--- src/rtl/seg7_scan_ctrl_pkg.sv ---
// Shared definitions for the 4-digit 7-segment scan controller: register
// addresses, CTRL bit positions, FSM state encoding and blank-display values.
package seg7_scan_ctrl_pkg;

    // Register map of the write port
    localparam logic [1:0] ADDR_HEX  = 2'd0;
    localparam logic [1:0] ADDR_DP   = 2'd1;
    localparam logic [1:0] ADDR_CTRL = 2'd2;
    localparam logic [1:0] ADDR_RAW  = 2'd3;

    // CTRL bit positions: {raw, lz_blank, enable}
    localparam int CTRL_EN  = 0;
    localparam int CTRL_LZ  = 1;
    localparam int CTRL_RAW = 2;

    // CTRL comes out of reset with the display enabled
    localparam logic [2:0] CTRL_RESET = 3'b001;

    // Everything dark (both buses are active-low)
    localparam logic [3:0] AN_OFF  = 4'hF;
    localparam logic [7:0] SEG_OFF = 8'hFF;

    typedef enum logic [1:0] {
        ST_OFF   = 2'd0,
        ST_DRIVE = 2'd1,
        ST_GUARD = 2'd2
    } state_t;

    // Active-low anode pattern that lights exactly one digit
    function automatic logic [3:0] an_for(input logic [1:0] idx);
        return ~(4'b0001 << idx);
    endfunction

endpackage

--- src/rtl/seg7_scan_ctrl_if.sv ---
// Register write port of the scan controller.
// Handshake: there is no ready; the slave accepts a write on every rising
// clock edge where wr_en is high, so a master holds wr_en for exactly one
// cycle per register write with wr_addr/wr_data valid in that same cycle.
interface seg7_scan_ctrl_if;
    logic        wr_en;
    logic [1:0]  wr_addr;
    logic [31:0] wr_data;

    modport master (output wr_en, output wr_addr, output wr_data);
    modport slave  (input  wr_en, input  wr_addr, input  wr_data);
endinterface

--- src/rtl/seg7_hex_decoder.sv ---
// Combinational hex nibble to active-low 7-segment pattern {g,f,e,d,c,b,a}.
module seg7_hex_decoder (
    input  logic [3:0] nibble,
    output logic [6:0] seg
);

    // Lookup of the glyph for each hex value
    always_comb begin
        seg = 7'h7F;
        case (nibble)
            4'h0: seg = 7'h40;
            4'h1: seg = 7'h79;
            4'h2: seg = 7'h24;
            4'h3: seg = 7'h30;
            4'h4: seg = 7'h19;
            4'h5: seg = 7'h12;
            4'h6: seg = 7'h02;
            4'h7: seg = 7'h78;
            4'h8: seg = 7'h00;
            4'h9: seg = 7'h10;
            4'hA: seg = 7'h08;
            4'hB: seg = 7'h03;
            4'hC: seg = 7'h46;
            4'hD: seg = 7'h21;
            4'hE: seg = 7'h06;
            4'hF: seg = 7'h0E;
            default: seg = 7'h7F;
        endcase
    end

endmodule

--- src/rtl/seg7_scan_ctrl.sv ---
// Scan controller for a 4-digit common-anode 7-segment display.
// Digits are lit one at a time for DRIVE_CYCLES, each followed by an all-off
// guard of GUARD_CYCLES. Register writes go to a pending copy and are copied
// to the display copy only when a frame starts, so a frame never mixes old
// and new contents. The enable bit is taken from the pending copy so that a
// disable acts on the very next edge.
module seg7_scan_ctrl
    import seg7_scan_ctrl_pkg::*;
#(
    parameter int unsigned DRIVE_CYCLES = 100000,
    parameter int unsigned GUARD_CYCLES = 1000
) (
    input  logic                    sysclk,
    input  logic                    reset,
    seg7_scan_ctrl_if.slave         wr,
    output logic [3:0]              an,
    output logic [7:0]              bcd7,
    output logic [1:0]              digit_idx,
    output logic                    frame_done,
    output state_t                  dbg_state
);

    localparam logic [31:0] DRIVE_LAST = 32'(DRIVE_CYCLES - 1);
    localparam logic [31:0] GUARD_LAST = 32'(GUARD_CYCLES - 1);
    localparam bit          HAS_GUARD  = (GUARD_CYCLES != 0);

    // Pending register copy (written by the bus)
    logic [15:0] pend_hex_q,  pend_hex_d;
    logic [3:0]  pend_dp_q,   pend_dp_d;
    logic [2:0]  pend_ctrl_q, pend_ctrl_d;
    logic [31:0] pend_raw_q,  pend_raw_d;

    // Display register copy (drives the segments)
    logic [15:0] disp_hex;
    logic [3:0]  disp_dp;
    logic [31:0] disp_raw;
    logic        disp_raw_mode;
    logic        disp_lz;

    // FSM
    state_t      state_q, state_d;
    logic [1:0]  idx_q, idx_d;
    logic [31:0] cnt_q, cnt_d;
    logic        commit;
    logic        wrap;
    logic        advance;
    logic        enabled;

    // Output next values
    logic [3:0]  an_d;
    logic [7:0]  bcd7_d;
    logic [1:0]  digit_idx_d;
    logic [6:0]  hex_seg;
    logic        lz_hide;

    assign enabled   = pend_ctrl_q[CTRL_EN];
    assign dbg_state = state_q;

    // Bus write into the pending copy; commit reads this post-write value
    always_comb begin
        pend_hex_d  = pend_hex_q;
        pend_dp_d   = pend_dp_q;
        pend_ctrl_d = pend_ctrl_q;
        pend_raw_d  = pend_raw_q;
        if (wr.wr_en) begin
            case (wr.wr_addr)
                ADDR_HEX:  pend_hex_d  = wr.wr_data[15:0];
                ADDR_DP:   pend_dp_d   = wr.wr_data[3:0];
                ADDR_CTRL: pend_ctrl_d = wr.wr_data[2:0];
                ADDR_RAW:  pend_raw_d  = wr.wr_data;
                default:   pend_raw_d  = pend_raw_q;
            endcase
        end
    end

    // Pending and display register copies
    always_ff @(posedge sysclk or posedge reset) begin
        if (reset) begin
            pend_hex_q    <= '0;
            pend_dp_q     <= '0;
            pend_ctrl_q   <= CTRL_RESET;
            pend_raw_q    <= '0;
            disp_hex      <= '0;
            disp_dp       <= '0;
            disp_raw      <= '0;
            disp_raw_mode <= CTRL_RESET[CTRL_RAW];
            disp_lz       <= CTRL_RESET[CTRL_LZ];
        end else begin
            pend_hex_q  <= pend_hex_d;
            pend_dp_q   <= pend_dp_d;
            pend_ctrl_q <= pend_ctrl_d;
            pend_raw_q  <= pend_raw_d;
            if (commit) begin
                disp_hex      <= pend_hex_d;
                disp_dp       <= pend_dp_d;
                disp_raw      <= pend_raw_d;
                disp_raw_mode <= pend_ctrl_d[CTRL_RAW];
                disp_lz       <= pend_ctrl_d[CTRL_LZ];
            end
        end
    end

    // FSM state, digit index and slot counter
    always_ff @(posedge sysclk or posedge reset) begin
        if (reset) begin
            state_q <= ST_OFF;
            idx_q   <= 2'd0;
            cnt_q   <= '0;
        end else begin
            state_q <= state_d;
            idx_q   <= idx_d;
            cnt_q   <= cnt_d;
        end
    end

    // FSM next state: disable wins over everything, otherwise scan the digits
    always_comb begin
        state_d = state_q;
        idx_d   = idx_q;
        cnt_d   = cnt_q;
        commit  = 1'b0;
        wrap    = 1'b0;
        advance = 1'b0;
        if (!enabled) begin
            state_d = ST_OFF;
            idx_d   = 2'd0;
            cnt_d   = '0;
        end else begin
            case (state_q)
                ST_OFF: begin
                    commit  = 1'b1;
                    state_d = ST_DRIVE;
                    idx_d   = 2'd0;
                    cnt_d   = '0;
                end
                ST_DRIVE: begin
                    if (cnt_q == DRIVE_LAST) begin
                        cnt_d = '0;
                        if (HAS_GUARD) state_d = ST_GUARD;
                        else           advance = 1'b1;
                    end else begin
                        cnt_d = cnt_q + 32'd1;
                    end
                end
                ST_GUARD: begin
                    if (cnt_q == GUARD_LAST) begin
                        cnt_d   = '0;
                        advance = 1'b1;
                    end else begin
                        cnt_d = cnt_q + 32'd1;
                    end
                end
                default: begin
                    state_d = ST_OFF;
                    idx_d   = 2'd0;
                    cnt_d   = '0;
                end
            endcase
            if (advance) begin
                state_d = ST_DRIVE;
                if (idx_q == 2'd3) begin
                    idx_d  = 2'd0;
                    wrap   = 1'b1;
                    commit = 1'b1;
                end else begin
                    idx_d = idx_q + 2'd1;
                end
            end
        end
    end

    seg7_hex_decoder u_hex (
        .nibble (disp_hex[{idx_q, 2'b00} +: 4]),
        .seg    (hex_seg)
    );

    // Segment/anode selection for the current state and digit
    always_comb begin
        an_d        = AN_OFF;
        bcd7_d      = SEG_OFF;
        digit_idx_d = enabled ? idx_q : 2'd0;
        lz_hide     = disp_lz && (idx_q != 2'd0) &&
                      ((disp_hex >> {idx_q, 2'b00}) == 16'h0000);
        if (enabled && state_q == ST_DRIVE) begin
            if (disp_raw_mode) begin
                an_d   = an_for(idx_q);
                bcd7_d = disp_raw[{idx_q, 3'b000} +: 8];
            end else if (!lz_hide) begin
                an_d   = an_for(idx_q);
                bcd7_d = {~disp_dp[idx_q], hex_seg};
            end
        end
    end

    // Registered outputs
    always_ff @(posedge sysclk or posedge reset) begin
        if (reset) begin
            an         <= AN_OFF;
            bcd7       <= SEG_OFF;
            digit_idx  <= 2'd0;
            frame_done <= 1'b0;
        end else begin
            an         <= an_d;
            bcd7       <= bcd7_d;
            digit_idx  <= digit_idx_d;
            frame_done <= wrap;
        end
    end

endmodule

--- src/flat_wrapper.sv ---
// flat-port wrapper written by rule: the top's interface ports become plain ports
module seg7_scan_ctrl_flat import seg7_scan_ctrl_pkg::*;
#(
    parameter int unsigned DRIVE_CYCLES = 100000,
    parameter int unsigned GUARD_CYCLES = 1000
)
  (sysclk, reset, an, bcd7, digit_idx, frame_done, dbg_state, wr_wr_en, wr_wr_addr, wr_wr_data);
  seg7_scan_ctrl_if wr_i ();
  input  logic sysclk;
  input  logic reset;
  output logic [3:0] an;
  output logic [7:0] bcd7;
  output logic [1:0] digit_idx;
  output logic frame_done;
  output state_t dbg_state;
  input wire logic [$bits(wr_i.wr_en)-1:0] wr_wr_en;
  input wire logic [$bits(wr_i.wr_addr)-1:0] wr_wr_addr;
  input wire logic [$bits(wr_i.wr_data)-1:0] wr_wr_data;
  assign wr_i.wr_en = wr_wr_en;
  assign wr_i.wr_addr = wr_wr_addr;
  assign wr_i.wr_data = wr_wr_data;
  seg7_scan_ctrl #(.DRIVE_CYCLES(DRIVE_CYCLES), .GUARD_CYCLES(GUARD_CYCLES)) u_core (.sysclk(sysclk), .reset(reset), .wr(wr_i), .an(an), .bcd7(bcd7), .digit_idx(digit_idx), .frame_done(frame_done), .dbg_state(dbg_state));
endmodule
--- config.mk ---
export PLATFORM = sky130hd
export DESIGN_NAME = seg7_scan_ctrl_flat
export DESIGN_NICKNAME = d
export VERILOG_FILES = /design/src/rtl/seg7_scan_ctrl_pkg.sv /design/src/rtl/seg7_scan_ctrl_if.sv /design/src/rtl/seg7_hex_decoder.sv /design/src/rtl/seg7_scan_ctrl.sv /design/src/flat_wrapper.sv
export SDC_FILE = /design/constraint.sdc
export NUM_CORES = 1
export LEC_CHECK = 0
export CORE_MARGIN = 2
export CORE_UTILIZATION = 56
export CTS_BUF_LIST = sky130_fd_sc_hd__clkbuf_4
export CTS_CLUSTER_SIZE = 25
export DETAILED_ROUTE_END_ITERATION = 10
export DONT_BUFFER_PORTS = 1
export PLACE_DENSITY = 0.78
export RECOVER_POWER = 100
export SYNTH_ARGS = -nofsm -noshare
export SYNTH_HDL_FRONTEND = slang
export SYNTH_HIERARCHICAL = 1
export SYNTH_SLANG_ARGS = --single-unit
--- constraint.sdc ---
create_clock -name sysclk -period 10 [get_ports sysclk]
set_clock_uncertainty 0.05 [all_clocks]
set_input_delay 3 -clock sysclk [delete_from_list [all_inputs] [get_ports sysclk]]
set_output_delay 3 -clock sysclk [all_outputs]
set_load 0.005 [all_outputs]
**Yosys cells after proc, flatten, opt, wreduce, memory -nomap -nowiden**

Memories as Yosys holds them, arrays and structs flattened.
Cells that the tools add are included.

- Flip-flop bits (word level): 160
- Bits in latches: 0
- RAM bits: 0
- ROM bits: 112
- Output and inout bits: 17
- Memories: 1

Memories:

| memory | words | bits a word | read ports | clocked after Yosys merged registers in | write ports | RTL line | source |
|---|---|---|---|---|---|---|---|
| (name not given) | 16 | 7 | 1 | 0 | 0 | seg7_hex_decoder.sv:10 | `case (nibble)` |

- Add/sub/neg operators: 2
- Multipliers: 0
- Divide/modulo/power cells: 0
- $lt $le $gt $ge: 1
- Equal/unequal tests: 11
- Shift operators: 4
- Muxes and demuxes: 39
- Bitwise logic cells: 2
- Reduce and logical (&&, ||, !) cells: 10

Operators with widths:

| cell | number |
|---|---|
| 32-bit two-way mux | 5 |
| 32-bit case mux with 2 select lines | 1 |
| 32-bit by 1-bit adder with 32-bit output, second input constant | 1 |
| 32-bit by 10-bit equality test with 1-bit output, second input constant | 1 |
| 32-bit by 17-bit equality test with 1-bit output, second input constant | 1 |
| 16-bit two-way mux | 2 |
| 32-bit by 6-bit variable part select with 8-bit output | 1 |
| 8-bit two-way mux | 3 |
| 4-bit two-way mux | 5 |
| 16-bit logical NOT | 1 |
| 2-bit two-way mux | 8 |
| 16-bit by 5-bit variable part select with 4-bit output | 1 |
| 16-bit by 4-bit right shift with 16-bit output | 1 |
| 1-bit two-way mux | 11 |
| 2-bit equality test, second input constant | 4 |
| 3-bit two-way mux | 2 |
| 3-bit != test, second input constant | 2 |
| 2-bit case mux with 3 select lines | 1 |
| 2-bit by 1-bit equality test with 1-bit output, second input constant | 2 |
| 2-bit logical NOT | 2 |
| 4-bit != test, second input constant | 1 |
| 4-bit inverter | 1 |
| 2-bit AND reduction | 2 |
| 1-bit by 2-bit << shifter with 4-bit output, first input constant | 1 |
| 7 further kinds | 9 |

**Logic depth before layout (Yosys ltp)**

Gate-level depths: netlist of the first run.

- Word-level depth: 6
- Gate-level depth with buffers: 9
- Depth with buffers taken out: 8

**By module**

Netlist of the first run, hierarchy kept.

Modules (own cells, without submodules):

| module | times used | cells each | area an instance (um^2) | sequential area each (um^2) |
|---|---|---|---|---|
| seg7_scan_ctrl | 1 | 533 | 7018.0 | 4020.1 |
| seg7_hex_decoder | 1 | 33 | 274.0 | 0.0 |

**Worst setup path after synthesis of the first run**

Ideal clock, no wire load.

- Path type: input -> register
- From: input port wr_wr_addr[1]
- To: register u_core.disp_hex[0]
- Library setup time: 125 ps
- Arrival: 4607 ps
- Slack: 5218 ps
- Stages: 4
- Path buffers: 1
- Cell sequence: nor3b_1 -> clkbuf_1 -> mux2_2 -> mux2_2

- Word-level cells in the longest chain between the ends: 3

Ends and longest elaborated chain:

| item | RTL line | source |
|---|---|---|
| from (decl) | flat_wrapper.sv:17 | `input wire logic [$bits(wr_i.wr_addr)-1:0] wr_wr_addr;` |
| 2-bit logical NOT | seg7_scan_ctrl.sv:66 | `case (wr.wr_addr)` |
| 16-bit two-way mux | seg7_scan_ctrl.sv:66 |  |
| 16-bit two-way mux | seg7_scan_ctrl.sv:65 | `if (wr.wr_en) begin` |
| named net u_core.pend_hex_d[0] | seg7_scan_ctrl.sv:28 | `logic [15:0] pend_hex_q, pend_hex_d;` |
| to (signal assigned) | seg7_scan_ctrl.sv:94 | `disp_hex <= pend_hex_d;` |
| to (decl) | seg7_scan_ctrl.sv:34 | `logic [15:0] disp_hex;` |

The timed path passes the listed nets, and every way through them passes these cells.
A chain may end at the register's enable or synchronous reset.

==> results of run 1 <==
## placed cells by master, fill, tap and decap left out, types with 2 or more instances in the layout
| master | n |
|---|---|
| a21oi_1 | 3 |
| and4_1 | 4 |
| buf_4 | 3 |
| bufinv_16 | 2 |
| clkbuf_1 | 2 |
| clkbuf_4 | 18 |
| clkinv_1 | 3 |
| clkinv_4 | 3 |
| clkinvlp_4 | 2 |
| dfrtp_1 | 147 |
| dfstp_1 | 3 |
| dfstp_2 | 10 |
| ha_1 | 17 |
| inv_1 | 17 |
| inv_6 | 4 |
| mux2_1 | 33 |
| mux2_2 | 75 |
| mux2i_1 | 6 |
| mux4_2 | 13 |
| nand2_1 | 26 |
| nand2b_1 | 3 |
| nand3_1 | 19 |
| nand3b_1 | 2 |
| nand4_1 | 9 |
| nor2_1 | 61 |
| nor3_1 | 11 |
| nor4_1 | 13 |
| o21ai_0 | 12 |
| or4_1 | 4 |
| xnor2_1 | 23 |
| xor2_1 | 7 |
## layout make-up
cell class	instances	area (um2)	area share, %
Timing Repair Buffer	5	30.0	0.391
Multi-Input combinational cell	361	3040	39.7
Sequential cell	160	4020	52.4
Tap cell	172	215	2.81
Clock inverter	14	155	2.02
Inverter	19	72.6	0.946
Clock buffer	18	135	1.76
## state kept, by name, indices dropped and copies added, names as in the netlist, 2 cells and up
signal	flops
u_core/pend_dp_q	4
u_core/an	4
u_core/pend_ctrl_q	3
u_core/bcd7	8
u_core/pend_raw_q	32
u_core/cnt_q	32
u_core/disp_dp	4
u_core/disp_hex	16
u_core/idx_q	2
u_core/pend_hex_q	16
u_core/digit_idx	2
u_core/disp_raw	32
u_core/dbg_state	2
## worst paths after layout
path	start	slack (ns)	endpoint	cells after the start
max	reset	4.58	u_core/pend_raw_q[2]	2
min	u_core/cnt_q[0]	0.45	u_core/cnt_q[0]	1
max reg2reg	u_core/cnt_q[26]	6.92	u_core/cnt_q[2]	5
min reg2reg	u_core/cnt_q[0]	0.45	u_core/cnt_q[0]	1
max in group sysclk	wr_wr_addr[0]	5.29	u_core/disp_raw[25]	4
min in group asynchronous	reset	3.23	u_core/cnt_q[25]	1
## report_power, final
part	total (mW)	switching, mW	internal, mW
clock	0.391	0.236	0.155
sequential	0.913	0.0953	0.817
combinational	0.457	0.217	0.240
total	1.76	0.548	1.21
## worst register-to-register path: stages (launching register included)
cell and delay, ns:
dfrtp_1 0.48, nor4_1 0.33, nand4_1 0.33, nor4_1 0.63, o22a_1 0.98, nor2_1 0.14
## through the flow
step	utilization, %	cell area (um2)	worst slack, ns	std cells	power (mW)
5_1_grt	60.5	7670	3.95	749	1.86
3_5_place_dp	58.4	7400	5.40	717	1.38
6_report	60.5	7670	4.58	749	1.76
4_1_cts	60.7	7690	5.78	749	1.78
3_3_place_gp	58.4	7400	5.46	717	1.35
2_1_floorplan	-	7290	2.65	566	1.29
## metal layers
layer	wire (um)	track usage [%]	vias to the layer above
met5	0	0	-
met4	133	7.45	0
met3	698	6.15	11
met2	6730	32.5	108
met1	6350	30.0	2219
li1	-	-	1994
## cell families (layout without fill, tap and decap cells)
| kind of cell | count (synthesis) | after routing | synth area share [%] |
|---|---|---|---|
| AO/OA/AOI/OAI | 25 | 25 | 2.44 |
| XOR/XNOR | 30 | 30 | 3.60 |
| adder cells (fa/ha/maj) | 17 | 17 | 2.92 |
| buffers and inverters | 45 | 56 | 3.14 |
| flip-flops | 160 | 160 | 55.1 |
| multiplexers | 129 | 129 | 22.1 |
| AND/OR/NAND/NOR | 160 | 160 | 10.7 |
==> results.py, run 1 <==
metrics = {
    "synth": {
        "ys_top_cells_by_area": "dfrtp_1 (50%), mux2_2 (16%), dfstp_2 (4.7%), mux4_2 (4.0%), nor2_1 (3.1%)",
        "synth_edf_count": 0,
        "synth_top_area_share_pct": 50.4,
        "synth_most_common_cell": "dfrtp_1",
        "yosysTopAreaCell": "dfrtp_1",
        "synth-seq-cells": 160,
        "synth_area_mm2": 0.00729,
        "synth-seq-area-share_pct": 55.1,
        "yosys-top-cells-count": "dfrtp_1 (147), mux2_2 (105), nor2_1 (61)",
        "yosysUniqueCellTypes": 47,
        "yosysWarnings": 6,
        "synth.avg_cell_area_um2": 12.9,
        "synth_fp_nets": 620,
        "ys_async_sr_fraction_pct": 100,
        "synth_flop_cell": "dfrtp_1",
        "syn_inst": 566,
    },
    "setup_path": {
        "worstPathArrival_ns": 5.96,
        "crit_family": "buffers and inverters",
        "cp-start-kind": "input pin",
        "crit_chain": "clkinvlp_2 > buf_4",
        "worstPathRequired_ns": 10.54,
        "critical_path_class": "input pin to asynchronous set/reset pin",
        "slowest_delay_ns": 1.86,
        "slowest_stage": "clkinvlp_2",
        "setup.worst_path.end_class": "asynchronous set/reset pin",
        "worstPathMaxFanout": 82,
        "critPathBufInv": 2,
    },
    "sta": {
        "final.setup.tns_ns": 0,
        "layout_min_cycle_time_ns": 5.42,
        "setup_violations": 0,
        "worst_hold_slack_ns": 0.448,
        "period_share_pct": 54.2,
        "slew_headroom_pct": -124,
        "drv_slew": 113,
        "max_freq_ghz": 0.185,
        "worst_pin_slew_ns": 3.35,
        "timing_hold_violations_final": 0,
        "rsz0062_at_grt": "no",
    },
    "detailed_routing": {
        "ant_nets": 0,
        "viasPerCell": 5.78,
        "drc": 0,
        "vias": 4332,
        "drtIter0Drc": 337,
        "routed_wirelength_um": 13900,
        "firstDrtPassIters": 5,
        "wl_per_cell_um": 18.6,
    },
    "power": {
        "power_per_cell_area_mw_per_mm2": 229,
        "leakagePower_nw": 3.08,
        "ir_worst_vdd_mv": 0.140,
    },
    "cells_and_area": {
        "final_nets": 618,
        "diodes": 0,
        "fill_cells": 1020,
        "layout-drive-gt1-share_pct": 23.7,
        "syn_to_final_growth_pct": 5.20,
    },
    "global_route": {
        "grt_pass1_wl_um": 23200,
        "grt_use_total_pct": 21.5,
        "grt-ovfl-total": 0,
        "grt_max_degree": 83,
        "grt_pass1_vias": 4452,
        "antenna_found_initial": 0,
    },
    "floorplanning": {
        "die_x_um": 118,
        "die_h_um": 118,
        "start_util_pct": 57.5,
        "io-pin-count": 54,
        "placementRows": 41,
        "core_mm2": 0.0127,
        "die_area_mm2": 0.0140,
    },
    "clocking": {
        "cts_num_sinks": 160,
        "cts_resized": 0,
        "clk_path_buf_depth": 2,
        "cts-hold-fix-buffers": 0,
        "cts_setup_buffers": 0,
        "htreeDepth": 4,
        "clk_pin_slew_ns": 0.13,
        "numCtsBuffers": 17,
        "clock_latency_ns": 0.58,
        "tritoncts": "yes",
        "clockRootBuffer": "clkbuf_4",
    },
    "hold_path": {
        "min_path_type": "flop to flop",
    },
    "place": {
        "gp_congestion": 0.814,
        "port-buffer-count": 0,
        "dpl.hpwl_um": 9400,
    },
    "status": {
        "status": "complete, but fails checks",
        "violations": "capacitance limit, slew limit",
    },
    "run": {
        "cap_violations": 2,
    },
}
Note: power is estimated with default switching activity, not from simulation.
==> run 2: changes to the inputs <==
Settings changed: PLACE_DENSITY 0.78 to 0.81.
Clock period 10 ns to 4.5 ns, I/O delays scaled along.
==> results.py, run 2 (synthesis results as in run 1) <==
metrics = {
    "status": {
        "status": "complete, but fails checks",
        "violations": "capacitance limit, slew limit",
    },
    "run": {
        "cap_violations": 2,
    },
    "cells_and_area": {
        "fill_cells": 971,
        "final_cells": 749,
        "reg_top3": "u_core/cnt_q (32), u_core/disp_raw (32), u_core/pend_raw_q (32)",
        "layout_common_cells": "dfrtp_1 (147), mux2_2 (66), nor2_1 (61)",
        "syn_to_final_growth_pct": 5.04,
        "layout-drive-gt1-share_pct": 22.2,
        "final_common_cell": "dfrtp_1",
        "final_nets": 617,
    },
    "floorplanning": {
        "start_util_pct": 57.5,
        "placementRows": 41,
        "die_h_um": 118,
        "die_area_mm2": 0.0140,
        "io-pin-count": 54,
        "core_mm2": 0.0127,
        "die_x_um": 118,
    },
    "sta": {
        "drv_slew": 194,
        "period_share_pct": 75.4,
        "timing_hold_violations_final": 0,
        "fin_ws_ns": 1.11,
        "worst_pin_slew_ns": 2.13,
        "final.setup.tns_ns": 0,
        "max_freq_ghz": 0.295,
        "slew_headroom_pct": -41.9,
        "layout_min_cycle_time_ns": 3.39,
        "rsz0062_at_grt": "no",
        "setup_violations": 0,
    },
    "setup_path": {
        "worstPathArrival_ns": 3.79,
        "setup.worst_path.end_class": "flop",
        "critical_path_class": "flop to flop",
        "rr_endpoint": "u_core/disp_raw[3]",
        "cp-start-kind": "flop",
        "worstPathRequired_ns": 4.90,
        "regToRegSetupSlack_ns": 1.11,
        "r2r_cells": 5,
        "r2r_start": "u_core/idx_q[0]",
        "worstPathMaxFanout": 55,
    },
    "detailed_routing": {
        "drtIter0Drc": 383,
        "vias": 4380,
        "routed_wirelength_um": 13600,
        "firstDrtPassIters": 5,
        "wl_per_cell_um": 18.1,
        "drc": 0,
        "viasPerCell": 5.85,
        "ant_nets": 0,
    },
    "clocking": {
        "numCtsBuffers": 17,
        "clock_latency_ns": 0.56,
        "clockRootBuffer": "clkbuf_4",
        "cts_resized": 0,
        "cts_setup_buffers": 0,
        "clk_path_buf_depth": 2,
        "cts-hold-fix-buffers": 0,
        "tritoncts": "yes",
        "clk_pin_slew_ns": 0.13,
        "cts_num_sinks": 160,
        "htreeDepth": 4,
    },
    "power": {
        "leakagePower_nw": 3.08,
        "switching_share_pct": 31.0,
        "power_per_cell_area_mw_per_mm2": 509,
        "p_int_mw": 2.69,
        "p_comb_share_pct": 25.8,
        "clkPwrFrac_pct": 22.1,
        "ir_worst_vdd_mv": 0.375,
        "p_switching_mw": 1.21,
        "seq_power_share_pct": 52.1,
    },
    "place": {
        "dp_cells": 716,
        "port-buffer-count": 0,
        "gp_congestion": 0.823,
        "pre_cts_ws_ns": 1.50,
        "dpl.hpwl_um": 9130,
    },
    "global_route": {
        "grt_max_degree": 161,
        "grt-ovfl-total": 0,
        "grt_use_total_pct": 20.7,
        "grt_pass1_vias": 4289,
        "antenna_found_initial": 1,
        "grt_pass1_wl_um": 22300,
    },
    "hold_path": {
        "min_path_type": "flop to flop",
        "whs_endpoint": "u_core/cnt_q[0]",
        "min_from": "u_core/cnt_q[0]",
        "min_path_cells": 1,
    },
}
## run 2: changes by cell type in the layout (fill, tap and decap cells not counted), sizes merged
| cell | change |
|---|---|
| diode | +1 |
| clkinv | +1 |
| clkbuf | +1 |
| buf | -3 |
## run 2: power groups by stage
stage,clock network [mW],logic [mW],registers (mW)
2_1_floorplan,0,0.895,1.96
3_3_place_gp,0,0.956,2.04
3_5_place_dp,0,1.01,2.06
4_1_cts,0.882,1.02,2.03
5_1_grt,0.950,1.10,2.08
6_report,0.860,1.01,2.03
## run 2: layout make-up
| class | instances | area (um2) | share of cell area (%) |
|---|---|---|---|
| Clock buffer | 17 | 128 | 1.67 |
| Inverter | 19 | 72.6 | 0.947 |
| Sequential cell | 160 | 4020 | 52.5 |
| Timing Repair Buffer | 4 | 20.0 | 0.261 |
| Antenna cell | 1 | 2.50 | 0.0327 |
| Multi-Input combinational cell | 361 | 3040 | 39.7 |
| Clock inverter | 15 | 159 | 2.07 |
| Tap cell | 172 | 215 | 2.81 |
## run 2: how the worst max path moves through the flow
stage / depth (start not counted) / endpoint / slack (ns) / from
3_5_place_dp: 7 / u_core/bcd7[3] / 1.50 / u_core/idx_q[0]
5_1_grt: 5 / u_core/disp_raw[12] / 0.82 / u_core/idx_q[0]
6_report: 5 / u_core/disp_raw[3] / 1.11 / u_core/idx_q[0]
4_1_cts: 5 / u_core/cnt_q[13] / 1.42 / u_core/cnt_q[11]
3_3_place_gp: 5 / u_core/cnt_q[14] / 1.56 / u_core/cnt_q[12]
2_1_floorplan: 1 / u_core/cnt_q[0] / 1.08 / reset
## run 2: metal layers
metal | share of wire [%] | wire length, um | track usage (%) | up-vias
li1 | - | - | - | 1995
met1 | 45 | 6120 | 28.4 | 2244
met2 | 47 | 6420 | 31.3 | 119
met3 | 5.6 | 760 | 6.15 | 22
met4 | 2.0 | 278 | 7.76 | 0
met5 | 0 | 0 | 0 | -
## run 2: per-stage QoR
stage / power (mW) / utilization [%] / hold slack (ns) / instance area, um2
5_1_grt: 4.13 / 60.5 / 0.468 / 7660
3_5_place_dp: 3.08 / 58.4 / 0.432 / 7400
6_report: 3.90 / 60.5 / 0.448 / 7660
2_1_floorplan: 2.86 / - / 0.402 / 7300
4_1_cts: 3.93 / 60.7 / 0.452 / 7690
3_3_place_gp: 3.00 / 58.4 / 0.421 / 7400
## run 2: critical path, cell delays in order, from the launching register on
cell and delay [ns]:
dfrtp_1 1.04, ha_1 0.33, nand3_1 0.14, o41ai_4 0.22, clkbuf_2 1.04, mux2_2 0.43
